==> src/rtl/xphy_int_mc.sv <==
`default_nettype none
// ============================================================================
// Module  : xphy_int_mc
// Brief   : Multi-channel 10GBASE-R PHY glue: bring-up sequencer, link debounce
//           and idle-forcing XGMII pipelines, one independent set per channel.
// Revision: 1.0
// ============================================================================
module xphy_int_mc #(
    parameter int         C_NUM_CH         = 1,
    parameter logic [4:0] C_MDIO_ADDR_BASE = 5'h0,
    parameter int         C_PIPE           = 1,
    parameter int         C_DEBOUNCE       = 16,
    parameter int         C_GT_PULSE       = 8,
    parameter int         C_DONE_TIMEOUT   = 1024,
    parameter int         C_MAX_RETRY      = 3
) (
    input  logic                     clk156,
    input  logic                     reset,
    input  logic [C_NUM_CH-1:0]      i_chan_restart,
    input  logic [C_NUM_CH-1:0]      i_tx_resetdone,
    input  logic [C_NUM_CH-1:0]      i_rx_resetdone,
    input  logic [C_NUM_CH-1:0]      i_signal_detect,
    input  logic [C_NUM_CH-1:0]      i_tx_fault,
    input  logic [8*C_NUM_CH-1:0]    i_core_status,
    input  logic [64*C_NUM_CH-1:0]   i_xgmii_txd,
    input  logic [8*C_NUM_CH-1:0]    i_xgmii_txc,
    output logic [64*C_NUM_CH-1:0]   o_xgmii_txd_int,
    output logic [8*C_NUM_CH-1:0]    o_xgmii_txc_int,
    input  logic [64*C_NUM_CH-1:0]   i_xgmii_rxd_int,
    input  logic [8*C_NUM_CH-1:0]    i_xgmii_rxc_int,
    output logic [64*C_NUM_CH-1:0]   o_xgmii_rxd,
    output logic [8*C_NUM_CH-1:0]    o_xgmii_rxc,
    output logic [C_NUM_CH-1:0]      o_gt_reset,
    output logic [C_NUM_CH-1:0]      o_core_reset,
    output logic [C_NUM_CH-1:0]      o_axis_aresetn,
    output logic [C_NUM_CH-1:0]      o_link_up,
    output logic [C_NUM_CH-1:0]      o_chan_fail,
    output logic [3*C_NUM_CH-1:0]    o_chan_state,
    output logic [5*C_NUM_CH-1:0]    o_prtad
);

    typedef enum logic [2:0] {
        ST_GTRST = 3'd0,
        ST_WAIT  = 3'd1,
        ST_QUAL  = 3'd2,
        ST_RUN   = 3'd3,
        ST_FAIL  = 3'd4
    } state_t;

    localparam int CNT_MAX = (C_DONE_TIMEOUT > C_GT_PULSE) ? C_DONE_TIMEOUT : C_GT_PULSE;
    localparam int CNT_W   = $clog2(CNT_MAX + 1);
    localparam int DB_W    = $clog2(C_DEBOUNCE + 1);
    localparam int RTY_W   = $clog2(C_MAX_RETRY + 1);

    localparam logic [CNT_W-1:0] C_PULSE_LAST   = CNT_W'(C_GT_PULSE - 1);
    localparam logic [CNT_W-1:0] C_TIMEOUT_LAST = CNT_W'(C_DONE_TIMEOUT - 1);
    localparam logic [DB_W-1:0]  C_DB_LAST      = DB_W'(C_DEBOUNCE - 1);
    localparam logic [RTY_W-1:0] C_RETRY_LIMIT  = RTY_W'(C_MAX_RETRY);
    localparam logic [71:0]      C_IDLE_WORD    = {8'hFF, 64'h0707070707070707};

    // Only the block-lock bit of each status byte is consumed.
    logic w_unused_status;
    assign w_unused_status = ^i_core_status;

    for (genvar gi = 0; gi < C_NUM_CH; gi++) begin : g_ch
        (* async_reg = "true" *) logic [3:0] r_meta;
        (* async_reg = "true" *) logic [3:0] r_sync;
        logic              w_rd_ok;
        logic              w_raw_ok;
        logic              r_ok;
        logic [DB_W-1:0]   r_db_cnt;
        state_t            r_state;
        state_t            w_nxt_state;
        logic [CNT_W-1:0]  r_cnt;
        logic [CNT_W-1:0]  w_nxt_cnt;
        logic [RTY_W-1:0]  r_retry;
        logic [RTY_W-1:0]  w_nxt_retry;
        logic [RTY_W-1:0]  w_retry_inc;
        logic              r_fail;
        logic              w_nxt_fail;
        logic              r_core_reset;
        logic              r_link_up;
        logic              w_run;
        logic [71:0]       r_tx_pipe [C_PIPE];
        logic [71:0]       r_rx_pipe [C_PIPE];

        // Bit order: {tx_fault, signal_detect, rx_resetdone, tx_resetdone}
        always_ff @(posedge clk156 or posedge reset) begin
            if (reset) begin
                r_meta <= '0;
                r_sync <= '0;
            end else begin
                r_meta <= {i_tx_fault[gi], i_signal_detect[gi],
                           i_rx_resetdone[gi], i_tx_resetdone[gi]};
                r_sync <= r_meta;
            end
        end

        assign w_rd_ok  = r_sync[0] & r_sync[1];
        assign w_raw_ok = r_sync[2] & ~r_sync[3];

        always_ff @(posedge clk156 or posedge reset) begin
            if (reset) begin
                r_ok     <= 1'b0;
                r_db_cnt <= '0;
            end else if (w_raw_ok != r_ok) begin
                if (r_db_cnt == C_DB_LAST) begin
                    r_ok     <= w_raw_ok;
                    r_db_cnt <= '0;
                end else begin
                    r_db_cnt <= r_db_cnt + 1'b1;
                end
            end else begin
                r_db_cnt <= '0;
            end
        end

        always_ff @(posedge clk156 or posedge reset) begin
            if (reset) begin
                r_state      <= ST_GTRST;
                r_cnt        <= '0;
                r_retry      <= '0;
                r_fail       <= 1'b0;
                r_core_reset <= 1'b1;
                r_link_up    <= 1'b0;
            end else begin
                r_state      <= w_nxt_state;
                r_cnt        <= w_nxt_cnt;
                r_retry      <= w_nxt_retry;
                r_fail       <= w_nxt_fail;
                r_core_reset <= (w_nxt_state != ST_RUN);
                r_link_up    <= (w_nxt_state == ST_RUN) & i_core_status[8*gi];
            end
        end

        assign w_retry_inc = r_retry + 1'b1;

        always_comb begin
            w_nxt_state = r_state;
            w_nxt_cnt   = r_cnt;
            w_nxt_retry = r_retry;
            w_nxt_fail  = r_fail;
            if (i_chan_restart[gi]) begin
                w_nxt_state = ST_GTRST;
                w_nxt_cnt   = '0;
                w_nxt_retry = '0;
                w_nxt_fail  = 1'b0;
            end else begin
                unique case (r_state)
                    ST_GTRST: begin
                        if (r_cnt == C_PULSE_LAST) begin
                            w_nxt_state = ST_WAIT;
                            w_nxt_cnt   = '0;
                        end else begin
                            w_nxt_cnt = r_cnt + 1'b1;
                        end
                    end
                    ST_WAIT: begin
                        if (w_rd_ok) begin
                            w_nxt_state = ST_QUAL;
                            w_nxt_cnt   = '0;
                        end else if (r_cnt == C_TIMEOUT_LAST) begin
                            w_nxt_cnt   = '0;
                            w_nxt_retry = w_retry_inc;
                            if (w_retry_inc == C_RETRY_LIMIT) begin
                                w_nxt_state = ST_FAIL;
                                w_nxt_fail  = 1'b1;
                            end else begin
                                w_nxt_state = ST_GTRST;
                            end
                        end else begin
                            w_nxt_cnt = r_cnt + 1'b1;
                        end
                    end
                    // Losing resetdone outranks qualification: the lane must be re-reset.
                    ST_QUAL: begin
                        if (!w_rd_ok) begin
                            w_nxt_state = ST_GTRST;
                            w_nxt_cnt   = '0;
                        end else if (r_ok) begin
                            w_nxt_state = ST_RUN;
                            w_nxt_retry = '0;
                        end
                    end
                    ST_RUN: begin
                        if (!w_rd_ok) begin
                            w_nxt_state = ST_GTRST;
                            w_nxt_cnt   = '0;
                        end else if (!r_ok) begin
                            w_nxt_state = ST_QUAL;
                        end
                    end
                    ST_FAIL: begin
                        w_nxt_fail = 1'b1;
                    end
                    default: begin
                        w_nxt_state = ST_GTRST;
                        w_nxt_cnt   = '0;
                    end
                endcase
            end
        end

        // Idle gate keys off the registered state, adding no logic depth to the FSM.
        assign w_run = (r_state == ST_RUN);

        always_ff @(posedge clk156 or posedge reset) begin
            if (reset) begin
                for (int s = 0; s < C_PIPE; s++) begin
                    r_tx_pipe[s] <= C_IDLE_WORD;
                    r_rx_pipe[s] <= C_IDLE_WORD;
                end
            end else begin
                r_tx_pipe[0] <= w_run ? {i_xgmii_txc[8*gi +: 8], i_xgmii_txd[64*gi +: 64]}
                                      : C_IDLE_WORD;
                r_rx_pipe[0] <= w_run ? {i_xgmii_rxc_int[8*gi +: 8], i_xgmii_rxd_int[64*gi +: 64]}
                                      : C_IDLE_WORD;
                for (int s = 1; s < C_PIPE; s++) begin
                    r_tx_pipe[s] <= r_tx_pipe[s-1];
                    r_rx_pipe[s] <= r_rx_pipe[s-1];
                end
            end
        end

        assign o_xgmii_txd_int[64*gi +: 64] = r_tx_pipe[C_PIPE-1][63:0];
        assign o_xgmii_txc_int[8*gi +: 8]   = r_tx_pipe[C_PIPE-1][71:64];
        assign o_xgmii_rxd[64*gi +: 64]     = r_rx_pipe[C_PIPE-1][63:0];
        assign o_xgmii_rxc[8*gi +: 8]       = r_rx_pipe[C_PIPE-1][71:64];

        assign o_gt_reset[gi]          = (r_state == ST_GTRST);
        assign o_core_reset[gi]        = r_core_reset;
        assign o_axis_aresetn[gi]      = ~r_core_reset;
        assign o_link_up[gi]           = r_link_up;
        assign o_chan_fail[gi]         = r_fail;
        assign o_chan_state[3*gi +: 3] = r_state;
        assign o_prtad[5*gi +: 5]      = C_MDIO_ADDR_BASE + 5'(gi);
    end

endmodule
`default_nettype wire

==> config.mk <==
export PLATFORM = sky130hd
export DESIGN_NAME = xphy_int_mc
export DESIGN_NICKNAME = d
export VERILOG_FILES = /design/src/rtl/xphy_int_mc.sv
export SDC_FILE = /design/constraint.sdc
export NUM_CORES = 1
export LEC_CHECK = 0
export ABC_AREA = 1
export BUFFER_PORTS_ARGS = -buffer_cell sky130_fd_sc_hd__buf_4
export CAP_MARGIN = 20
export CORE_AREA = 5 5 132 134
export DETAILED_ROUTE_END_ITERATION = 16
export DIE_AREA = 0 0 137 139
export PLACE_DENSITY = 0.75
export SYNTH_ARGS = -nofsm -noshare
export SYNTH_HDL_FRONTEND = slang
export SYNTH_SLANG_ARGS = --single-unit
==> constraint.sdc <==
create_clock -name clk156 -period 4.8 [get_ports clk156]
set_input_delay 0.24 -clock clk156 [delete_from_list [all_inputs] [get_ports clk156]]
set_output_delay 0.24 -clock clk156 [all_outputs]
set_load 0.1 [all_outputs]
Yosys cells after proc, flatten, opt, wreduce, memory -nomap -nowiden
Cells that the tools add are included.

Bits in registers: 177. Bits of input ports: 159. Output and inout bits: 157. Word-level logic and storage cells: 77.

$add $sub $neg: 3. Equal/unequal tests: 18. Multiplexer cells: 31. Bitwise operators: 5. Reductions and logical operators: 8.

Operators with widths (count): $mux W72 (2); $mux W11 (5); $pmux W11 S4 (1); $mux W3 (9); $ne A3 B3 Y1 const B (6); $pmux W3 S5 (1); $add A11 B1 Y11 const B (1); $eq A11 B10 Y1 const B (1); $eq A11 B3 Y1 const B (1); $mux W2 (5); $mux W5 (2); $eq A3 B2 Y1 const B (3); $reduce_bool A3 Y1 (2); $add A5 B1 Y5 const B (1); $eq A5 B4 Y1 const B (1); $reduce_and A5 Y1 (1); $mux W1 (4); $pmux W2 S2 (1); $reduce_and A2 Y1 (2); $reduce_and A4 Y1 (1); $and A1 B1 Y1 (3); $eq A3 B1 Y1 const B (1); $eq A3 B3 Y1 const B (1); $logic_not A3 Y1 (1); 8 further kinds (9).

Logic depth before layout (Yosys ltp)
Word-level depth: 9. Depth in mapped cells: 10. Depth with buffers taken out: 10.

Worst setup path after synthesis
Ideal clock, no wire load.

Path kind: register to register. Start point: reg g_ch[0].r_state[0] (netlist: o_chan_state[0]). End point: reg g_ch[0].r_link_up (netlist: o_link_up). Arrival time: 2177 ps. Slack: 2551 ps. Cell stages (with the launch flop): 8. Path buffers: 0. Period minus slack after synthesis: 2249 ps. Cell sequence: dfrtp_1 -> nor2_1 -> nand2_1 -> inv_1 -> nand2_1 -> nand2_1 -> nand3_2 -> nor2_1.

RTL lines: from (decl) (line 72) `state_t r_state;`; from (signal assigned) (line 127) `r_state <= w_nxt_state;`; $logic_not A3 Y1; net o_gt_reset (line 33) `output logic [C_NUM_CH-1:0] o_gt_reset,`; $pmux W3 S5 (line 149) `unique case (r_state)`; $mux W3 (line 143) `if (i_chan_restart[gi]) begin`; $eq A3 B2 Y1 (line 132) `r_link_up <= (w_nxt_state == ST_RUN) & i_core_status[8*gi];`; $and A1 B1 Y1 (line 132); to (signal assigned) (line 132); to (decl) (line 82) `logic r_link_up;`.

The timed path passes the listed nets, and every way through them passes these cells. A chain may end at the register's enable or synchronous reset.

Worst setup path in the final report
Start point: reg g_ch[0].r_state[0] (netlist: o_chan_state[0]). End point: reg g_ch[0].r_rx_pipe[33] (netlist bit).

Cells in the longest elaborated chain, start to end: 2.

Ends and longest elaborated chain: $eq A3 B2 Y1 (line 205) `assign w_run = (r_state == ST_RUN);`; $mux W72 (line 216) `r_rx_pipe[0] <= w_run ? {i_xgmii_rxc_int[8*gi +: 8], i_xgmii_rxd_int[64*gi +: 64]}`; to (signal, indexed assignment) (line 220) `r_rx_pipe[s] <= r_rx_pipe[s-1];`; to (decl) (line 85) `logic [71:0] r_rx_pipe [C_PIPE];`.

Every way passes these cells.

==> qor.txt <==
Slew @ Worst Pin - 930 ps
FMAX - 0.473 GHz
FILL cells - 1289
Synth top cells by count - dfrtp_1, inv_1, nor2_1, dfstp_2, or2_2
CTS max path bufs - 2
Final period util - 44.1%
Total global-route track usage - 19.0%
Hold Fails Final Rpt - 0
Adder-Cell Fraction of Synth Area - 0.578%
Crit Path Class - flop to flop
Startpoint types - flop
CTS Buf Count - 17
Largest net degree at the start of global routing - 77
DRC viols - 0
Final nets - 1116
# port buffers - 303
Fraction of registers with async set/reset - 100%
TNS Setup - 0 ps
Slew headroom - 37.9%
Multiplexer share of the synthesized area - 0%
Number of synthesized register bits - 177
Synth cell types - 36
Drt initial violations - 256
Status - completed
RSZ-0062 raised after global routing - false
R2R depth - 5
Vias/cell - 4.24
Row cnt - 47
Clock latency at the later pin of the worst-skew pair - 420 ps
Initial antenna violation count - 0
Top post-synthesis cells by area - dfrtp_1, dfstp_2, inv_1, nor2_1, or2_2
Post-synth top area share - 43.1%
Syn Area/Cell - 11.0 µm²
Worst-path clk slew - 70 ps
Core area - 16200 µm²
Share of cells above drive strength 1 - 50.5%
Global-route wire length before repair - 27700 µm
Initial Utilization - 40.2%
Chain of cells forming the critical path - inv_1 > nor3_2 > inv_4 > buf_4 > or2_2
Critical path data required time - 5170 ps
Post-route ant nets - 0
Synth Area in XOR/XNOR - 0.674%
Post-CTS Hold Buffers - 51
Max Cap Violations - 0
Post-CTS sizing - 0
Sequential share of the synthesized area - 69.4%
Cell Count, Final, Fillers Out - 1187
DR WL/cell - 15.1 µm
Worst reg2reg endpoint - g_ch[0].r_rx_pipe[33]
Die Height - 139 µm
Post-synth EDFFs - 0
Worst IR drop on VDD - 0.235 mV
Area growth from synthesis to layout - 55.6%
Final WL - 17900 µm
GP Congestion - 0.828
Pwr dens - 305 nW/µm²
Hpwl dp - 12900 µm
Dpl cells - 1099
Synthesized area - 6500 µm²
Synth warn - 0
Worst setup EP type - flop
Synth Flop Type - dfrtp_1
Drt pass-1 iters - 4
Leakage - 5.32 nW
Clock sinks - 177
Final worst clock skew - 7.23 ps
Remaining Overflow, GRT - 0
Cell taking the most area after synthesis - dfrtp_1
Die X - 137 µm
Most frequent cell after synthesis - dfrtp_1
CTS tree - yes
Worst stage delay on the critical path - 660 ps
HP Class - input port to async pin
Vias in the first global route - 5388
Syn Inst Count - 590
Final Max Slew Viols - 0
FF-to-FF setup slack - 2690 ps
Final Setup Violations - 0
Simple-gate share of the synthesized area - 19.3%
Root buffer cell - clkbuf_16
I/O Pins - 316
Worst path slowest cell - buf_4
Crit-path max FO - 76
Setup Fix Bufs, Post-CTS - 0
Area fraction in compound gates after synthesis - 1.96%
Largest family of logic cells by synthesized area - simple AND/OR/NAND/NOR gates
Die ar. - 19000 µm²
DR vias - 5027
Worst R2R Start - o_chan_state[0]
Crit path arrival time - 2480 ps
Tmin final - 2110 ps
Ant diodes - 0
CTS HTree Levels - 4
[registers in the layout, indices dropped and copies added (netlist names)]
| register | count |
|---|---|
| g_ch.r_rx_pipe | 72 |
| g_ch.r_tx_pipe | 72 |
| g_ch.r_cnt | 11 |
| g_ch.r_db_cnt | 5 |
| g_ch.r_meta | 4 |
| g_ch.r_sync | 4 |
| o_chan_state | 3 |
| g_ch.r_retry | 2 |
| g_ch.r_ok | 1 |
| o_chan_fail | 1 |
| o_core_reset | 1 |
| o_link_up | 1 |
[logic make-up (layout without fill, tap and decap cells)]
group / Yosys count / count (layout)
adder cells (fa/ha/maj): 3 / 3
XOR/XNOR: 5 / 5
flip-flops: 177 / 177
AND/OR/NAND/NOR: 256 / 256
AO/OA/AOI/OAI: 17 / 17
other: 1 / 5
buffers and inverters: 131 / 504
[metrics by stage]
step                worst slack, ps  total power, W  utilization [%]  hold slack, ps  cell area (µm²)
floorplan                      2350         0.00163                -             271             6520
global placement               2720         0.00174             55.6             333             8980
detailed placement             2680         0.00174             55.6             335             8980
CTS                            2650         0.00312             62.2          0.0402            10100
global route                   2500         0.00322             62.5           0.204            10100
finish                         2690         0.00308             62.5            11.0            10100
[cell usage in the layout, fill, tap and decap left out, types with 4 or more instances in the layout]
master / instances
inv_1: 104
buf_4: 306
conb_1: 5
dfstp_2: 65
clkbuf_16: 18
nand2_1: 42
xor2_1: 5
dfrtp_1: 112
nand2_2: 10
nand3_1: 16
nor3_1: 6
o21ai_0: 4
or2_1: 6
dlygate4sd3_1: 56
nor2_1: 103
clkbuf_8: 4
or2_2: 58
clkbuf_1: 4
[power by group]
group	switching (W)	internal (W)
combinational	0.000116	0.000126
clock	0.000573	0.000754
sequential	0.00000854	0.00150
[final cells by class]
| class | instances | area, µm² | share of cell area, % |
|---|---|---|---|
| Clock buffer | 26 | 520 | 5.15 |
| Timing Repair Buffer | 362 | 2860 | 28.3 |
| Multi-Input combinational cell | 286 | 1480 | 14.6 |
| Inverter | 110 | 420 | 4.16 |
| Tap cell | 220 | 275 | 2.72 |
| Clock inverter | 6 | 46.3 | 0.458 |
| Sequential cell | 177 | 4510 | 44.6 |
[routing by layer]
metal / GRT usage, % / vias up / wire [µm]
met3: 9.14 / 24 / 2010
li1: - / 2442 / -
met2: 33.4 / 207 / 9360
met4: 6.04 / 0 / 325
met1: 19.9 / 2354 / 6190
met5: 0 / - / 0
[worst max path at each step]
stage | from | to
3_3_place_gp | o_chan_state[0] | g_ch[0].r_tx_pipe[0]
5_1_grt | o_chan_state[0] | g_ch[0].r_tx_pipe[54]
6_report | o_chan_state[0] | g_ch[0].r_rx_pipe[33]
3_5_place_dp | o_chan_state[0] | g_ch[0].r_rx_pipe[42]
2_1_floorplan | reset | g_ch[0].r_cnt[0]
4_1_cts | o_chan_state[0] | g_ch[0].r_rx_pipe[42]
[worst max-delay path, delay by kind of cell (launching register included)]
family	cells	cell delay [ps]
simple gates	2	300
buf+inv	3	1260
flops	1	430
No activity file was read; power rests on OpenSTA's default activity.
